==> src/rtl/program_encoder_pkg.sv <==
// Shared encoding constants for the program loader and the ID-stage control decode.
// Holds the symbolic request ops, instruction opcodes, mode bits and fixed words.
package program_encoder_pkg;

  typedef enum logic [3:0] {
    OP_MOV = 4'd0,  OP_MVN = 4'd1,  OP_ADD = 4'd2,  OP_ADC = 4'd3,
    OP_SUB = 4'd4,  OP_SBC = 4'd5,  OP_AND = 4'd6,  OP_ORR = 4'd7,
    OP_EOR = 4'd8,  OP_CMP = 4'd9,  OP_TST = 4'd10, OP_LDR = 4'd11,
    OP_STR = 4'd12, OP_B   = 4'd13, OP_NOP = 4'd14
  } op_e;

  localparam logic [3:0] OPC_AND = 4'b0000;
  localparam logic [3:0] OPC_EOR = 4'b0001;
  localparam logic [3:0] OPC_SUB = 4'b0010;
  localparam logic [3:0] OPC_ADD = 4'b0100;
  localparam logic [3:0] OPC_ADC = 4'b0101;
  localparam logic [3:0] OPC_SBC = 4'b0110;
  localparam logic [3:0] OPC_TST = 4'b1000;
  localparam logic [3:0] OPC_CMP = 4'b1010;
  localparam logic [3:0] OPC_ORR = 4'b1100;
  localparam logic [3:0] OPC_MOV = 4'b1101;
  localparam logic [3:0] OPC_MVN = 4'b1111;

  localparam logic [1:0] MODE_DP     = 2'b00;
  localparam logic [1:0] MODE_MEM    = 2'b01;
  localparam logic [1:0] MODE_BRANCH = 2'b10;

  localparam logic [31:0] NOP_WORD  = 32'hE1A0_0000;
  localparam logic [31:0] TERM_WORD = 32'hEAFF_FFFE;

  typedef enum logic [1:0] {ST_RUN, ST_TERM, ST_DONE} state_e;

  function automatic logic [3:0] dp_opcode(input op_e op);
    case (op)
      OP_MOV:  return OPC_MOV;
      OP_MVN:  return OPC_MVN;
      OP_ADD:  return OPC_ADD;
      OP_ADC:  return OPC_ADC;
      OP_SUB:  return OPC_SUB;
      OP_SBC:  return OPC_SBC;
      OP_AND:  return OPC_AND;
      OP_ORR:  return OPC_ORR;
      OP_EOR:  return OPC_EOR;
      OP_CMP:  return OPC_CMP;
      OP_TST:  return OPC_TST;
      default: return OPC_AND;
    endcase
  endfunction

endpackage

==> src/rtl/instr_word_packer.sv <==
// Combinational packer: symbolic request fields in, 32-bit instruction word out.
// Op code 15 has no encoding and is flagged illegal.
module instr_word_packer
  import program_encoder_pkg::*;
(
  input  logic [3:0]  op,
  input  logic [3:0]  cond,
  input  logic        set_status,
  input  logic        imm,
  input  logic [3:0]  rn,
  input  logic [3:0]  rd,
  input  logic [11:0] operand2,
  input  logic [23:0] branch_offset,
  output logic [31:0] word,
  output logic        illegal
);

  op_e  op_sym;
  logic s_bit;
  logic [3:0] rd_field;

  assign op_sym = op_e'(op);

  // NOTE: every always_comb output gets a default first so no path infers a latch.
  always_comb begin
    word     = '0;
    illegal  = 1'b0;
    s_bit    = set_status;
    rd_field = rd;
    case (op_sym)
      OP_MOV, OP_MVN, OP_ADD, OP_ADC, OP_SUB, OP_SBC,
      OP_AND, OP_ORR, OP_EOR, OP_CMP, OP_TST: begin
        // Compare/test only update flags, so S is mandatory and Rd is unused.
        if (op_sym == OP_CMP || op_sym == OP_TST) begin
          s_bit    = 1'b1;
          rd_field = 4'd0;
        end
        word = {cond, MODE_DP, imm, dp_opcode(op_sym), s_bit, rn, rd_field, operand2};
      end
      OP_LDR, OP_STR:
        word = {cond, MODE_MEM, imm, OPC_ADD, (op_sym == OP_LDR), rn, rd, operand2};
      OP_B:
        word = {cond, MODE_BRANCH, 1'b1, 1'b0, branch_offset};
      OP_NOP:
        word = NOP_WORD;
      default:
        illegal = 1'b1;
    endcase
  end

endmodule

==> src/rtl/program_encoder.sv <==
// Loads encoded programs into instruction memory, one word per accepted request,
// and appends a branch-to-self terminator when asked to finish.
module program_encoder
  import program_encoder_pkg::*;
#(
  parameter int DEPTH = 256
) (
  input  logic                       i_Clock,
  input  logic                       i_Reset,
  input  logic                       i_Clear,
  input  logic                       i_Req_Valid,
  output logic                       o_Req_Ready,
  input  logic [3:0]                 i_Req_Op,
  input  logic [3:0]                 i_Req_Cond,
  input  logic                       i_Req_Set_Status,
  input  logic                       i_Req_Imm,
  input  logic [3:0]                 i_Req_Rn,
  input  logic [3:0]                 i_Req_Rd,
  input  logic [11:0]                i_Req_Operand2,
  input  logic [23:0]                i_Req_Branch_Offset,
  input  logic                       i_Finish,
  output logic                       o_Mem_Write_Enable,
  output logic [31:0]                o_Mem_Address,
  output logic [31:0]                o_Mem_Write_Data,
  output logic [$clog2(DEPTH):0]     o_Word_Count,
  output logic                       o_Full,
  output logic                       o_Done,
  output logic                       o_Error
);

  localparam int CW = $clog2(DEPTH) + 1;

  state_e      state, state_next;
  logic [31:0] packed_word, write_word;
  logic        illegal, accept, write_req, error_set;

  instr_word_packer u_packer (
    .op            (i_Req_Op),
    .cond          (i_Req_Cond),
    .set_status    (i_Req_Set_Status),
    .imm           (i_Req_Imm),
    .rn            (i_Req_Rn),
    .rd            (i_Req_Rd),
    .operand2      (i_Req_Operand2),
    .branch_offset (i_Req_Branch_Offset),
    .word          (packed_word),
    .illegal       (illegal)
  );

  assign o_Full      = (o_Word_Count == CW'(DEPTH));
  assign o_Done      = (state == ST_DONE);
  assign o_Req_Ready = (state == ST_RUN) && !o_Full && !i_Reset;
  assign accept      = i_Req_Valid && o_Req_Ready;

  always_comb begin
    state_next = state;
    write_req  = 1'b0;
    write_word = packed_word;
    error_set  = 1'b0;
    case (state)
      ST_RUN: begin
        if (accept) begin
          if (illegal) error_set = 1'b1;
          else         write_req = 1'b1;
        end
        if (i_Finish) begin
          if (o_Full) begin
            error_set  = 1'b1;
            state_next = ST_DONE;
          end else begin
            state_next = ST_TERM;
          end
        end
      end
      ST_TERM: begin
        // A same-edge final request may have filled memory; no room for the terminator.
        if (o_Full) begin
          error_set = 1'b1;
        end else begin
          write_req  = 1'b1;
          write_word = TERM_WORD;
        end
        state_next = ST_DONE;
      end
      default: state_next = ST_DONE;
    endcase
  end

  // NOTE: sequential state uses non-blocking assignments so every register samples pre-edge values.
  always_ff @(posedge i_Clock or posedge i_Reset) begin
    if (i_Reset) begin
      state              <= ST_RUN;
      o_Mem_Write_Enable <= 1'b0;
      o_Mem_Address      <= '0;
      o_Mem_Write_Data   <= '0;
      o_Word_Count       <= '0;
      o_Error            <= 1'b0;
    end else begin
      o_Mem_Write_Enable <= 1'b0;
      if (i_Clear) begin
        state        <= ST_RUN;
        o_Word_Count <= '0;
        o_Error      <= 1'b0;
      end else begin
        state <= state_next;
        if (write_req) begin
          o_Mem_Write_Enable <= 1'b1;
          o_Mem_Address      <= 32'(o_Word_Count) << 2;
          o_Mem_Write_Data   <= write_word;
          o_Word_Count       <= o_Word_Count + 1'b1;
        end
        if (error_set) o_Error <= 1'b1;
      end
    end
  end

endmodule

==> config.mk <==
export PLATFORM = sky130hd
export DESIGN_NAME = program_encoder
export DESIGN_NICKNAME = d
export VERILOG_FILES = /design/src/rtl/program_encoder_pkg.sv /design/src/rtl/instr_word_packer.sv /design/src/rtl/program_encoder.sv
export SDC_FILE = /design/constraint.sdc
export NUM_CORES = 1
export LEC_CHECK = 0
export BUFFER_PORTS_ARGS = -buffer_cell sky130_fd_sc_hd__buf_2
export CAP_MARGIN = 20
export CORE_UTILIZATION = 50
export CTS_BUF_LIST = sky130_fd_sc_hd__clkbuf_2
export CTS_CLUSTER_SIZE = 24
export DETAILED_ROUTE_END_ITERATION = 10
export PLACE_DENSITY = 0.95
export SKIP_CTS_REPAIR_TIMING = 1
export SLEW_MARGIN = 20
export SYNTH_ARGS = -nofsm -noshare
export SYNTH_HDL_FRONTEND = slang
export SYNTH_SLANG_ARGS = --single-unit
==> constraint.sdc <==
create_clock -name i_Clock -period 6 [get_ports i_Clock]
set_input_delay 0.9 -clock i_Clock [delete_from_list [all_inputs] [get_ports i_Clock]]
set_output_delay 0.9 -clock i_Clock [all_outputs]
set_load 0.02 [all_outputs]
==> results.ini <==
[outcome]
status = finished, final reports clean

[run]
drv_cap = 0

[floorplan]
coreArea_sq_um = 5886
dieArea_sq_um = 6412
die_w_um = 80.08
die_y_um = 80.08
ioPinCount = 137
start_util_pct = 51.79
rows = 28

[global_routing]
grt_max_degree = 55
grt_use_total_pct = 23.62
grt_pass1_vias = 2466
grt_pass1_wl_mm = 11.66
overflow = 0
antenna_found_initial = 0

[power_and_ir_drop]
p_seq_share_pct = 47.3
clockPowerShare_pct = 17.8
swShare_pct = 37.98
max-vdd-ir-drop_mv = 0.1475
power_mw = 0.9988
power_leakage_nw = 1.781
p_switching_mw = 0.3793
power.density_nw_per_um2 = 279.9
internal_power_mw = 0.6195
combPwrFrac_pct = 34.9

[routing]
drtIter0Drc = 131
finalWirelength_mm = 7.275
via_per_inst = 5.353
drt-wirelength-per-cell_um = 14.26
route.detailed.drc = 0
firstDrtPassIters = 5
drtAntennaViolNets = 0
vias = 2730

[cells_and_area]
layout_common_cells = buf_2 (113), dfrtp_1 (54), nand2_1 (43), nor2_1 (35), conb_1 (23)
finalNetCount = 502
n_antenna_cell = 0
final_common_cell = buf_2
area_growth_pct = 17.08
drive_gt1_share_pct = 33.79
nFillCells = 527
finalNonFillerCells = 510

[clock_network]
cts.sinks = 54
cts_tree = yes
clk_latency_ns = 0.42
htree_levels = 2
cts_made_buffers = 5
cts.clk_slew.worst_paths_ns = 0.26
cts-root-buf = clkbuf_2
cts_buffer_depth = 2

[critical_path]
critPathKind = register to register
end_kind = register
startpoint = o_Word_Count[0]
reg2reg_from = o_Word_Count[0]
start_kind = register
critPathRequiredTime_ns = 6.30
cp_max_fo = 38
worstPathArrival_ns = 4.09

[placed_design]
dp.cells = 503
portBuffers = 113
hpwl_mm = 5.364
gp_congestion = 0.9226

[sta]
fmax_mhz = 263.9
setup_viol = 0
rsz0062_at_grt = no
worstMarginPinSlew_ns = 1.029
finalClockSkew_ns = 0.02541
finalCritPeriodShare_pct = 63.15
slew_headroom_pct = 31.40
fin_tns_setup_ns = 0
finalMaxSlewViolations = 0
min_period_ns = 3.789
hold_viol = 0

[yosys]
synth-async-reset-ratio_pct = 100.0
yosysWarnings = 0
synth_edf_count = 0
netlist_area_sq_um = 3048
netlist_instances = 334
yosysSeqAreaShare_pct = 44.33
ys_dominant_reg_cell = dfrtp_1
ys_types = 47
synth_area_per_cell_sq_um = 9.126
ys_seq_elements = 54

[worst_hold_path]
hold_start = o_Mem_Address[9]
holdCritPathClass = register to register

## power groups by stage
stage / sequential (mW) / clock [mW] / combinational, mW
after global placement: 0.478 / 0 / 0.337
after global routing: 0.482 / 0.199 / 0.383
after CTS: 0.473 / 0.184 / 0.351
final: 0.473 / 0.178 / 0.348
after detailed placement: 0.479 / 0 / 0.351
after floorplan: 0.560 / 0 / 0.164
## cell type report
type | instances | area [sq um] | area share, %
repair buffers | 114 | 573.1 | 16.06
inverters | 10 | 40.04 | 1.122
clock buffers | 5 | 25.02 | 0.7013
clock inverters | 2 | 33.78 | 0.9467
well taps | 75 | 93.84 | 2.630
flip-flops and latches | 54 | 1351 | 37.87
multi-input cells | 250 | 1451 | 40.67
## Yosys cell counts, drive strengths merged (2+ instances only)
cell    count  area (sq um)
a22o        4         35.03
inv         9         33.78
and2        2         12.51
nand3       6         30.03
xnor2       6         52.55
a22oi      18         135.1
and3        3         18.77
o21ai      14         70.07
nor3        3         15.01
buf        30         252.7
nor2b       5         31.28
nand2      43         161.4
o21bai      2         15.01
nor3b       2         15.01
nand2b      4         25.02
ha          8         100.1
nand4       2         12.51
dfrtp      54          1351
a31oi       6         37.54
nor4        5         37.53
o21a        2         15.01
nor2       45         193.9
clkbuf     12         45.04
a21oi      32         197.7
## worst max-delay path, cell delays in order (launching register included)
cell	delay, ns
dfrtp_1	0.53
inv_1	0.12
ha_1	0.14
nor4bb_1	0.52
a21oi_1	0.37
nor2b_1	0.48
or3_1	0.56
clkinv_2	0.62
nor2_1	0.24
a21oi_1	0.07
## sequential cells by signal (all words and copies together), names as in the netlist
name	cells
o_Mem_Write_Data	32
o_Error	1
state	2
o_Mem_Address	9
o_Mem_Write_Enable	1
o_Word_Count	9
## cell families after synthesis
family                     Yosys count  share of synthesized area, %
muxes                                2                        0.6979
other                                1                        0.1230
xor gates and xnor gates             6                         1.724
adders and majority gates            8                         3.284
and+or+nand+nor                    125                         19.58
DFF                                 54                         44.34
AOI/OAI and AO/OA                   86                         19.21
buffers and inverters               52                         11.04
## path summary, 6_finish.rpt
path                            slack, ns                    to  cells past startpoint
worst min-delay path                 0.52      o_Mem_Address[9]                      2
worst max register to register       2.21   o_Mem_Write_Data[8]                      9
min in group asynchronous            0.60              state[0]                      2
max in group asynchronous            4.84  o_Mem_Write_Data[10]                      2
worst min register to register       0.52      o_Mem_Address[9]                      2
worst max-delay path                 2.21   o_Mem_Write_Data[8]                      9
## stage by stage
step	setup slack (ns)	hold slack (ns)	cell area [sq um]	util, %
after floorplan	3.027	0.4839	3131	-
after global placement	2.184	0.4575	3508	59.61
after detailed placement	2.009	0.4777	3508	59.61
after CTS	2.245	0.5314	3567	60.61
after global routing	1.770	0.5453	3568	60.63
final	2.211	0.5249	3568	60.63
## per-layer routing
metal / vias to the layer above / global-route usage [%] / routed length, um
li1: 1300 / - / -
met3: 15 / 3.864 / 400
met2: 114 / 39.74 / 3652
met1: 1301 / 31.11 / 3083
met5: - / 0 / 0
met4: 0 / 7.321 / 139
Note: power is estimated with default switching activity, not from simulation.
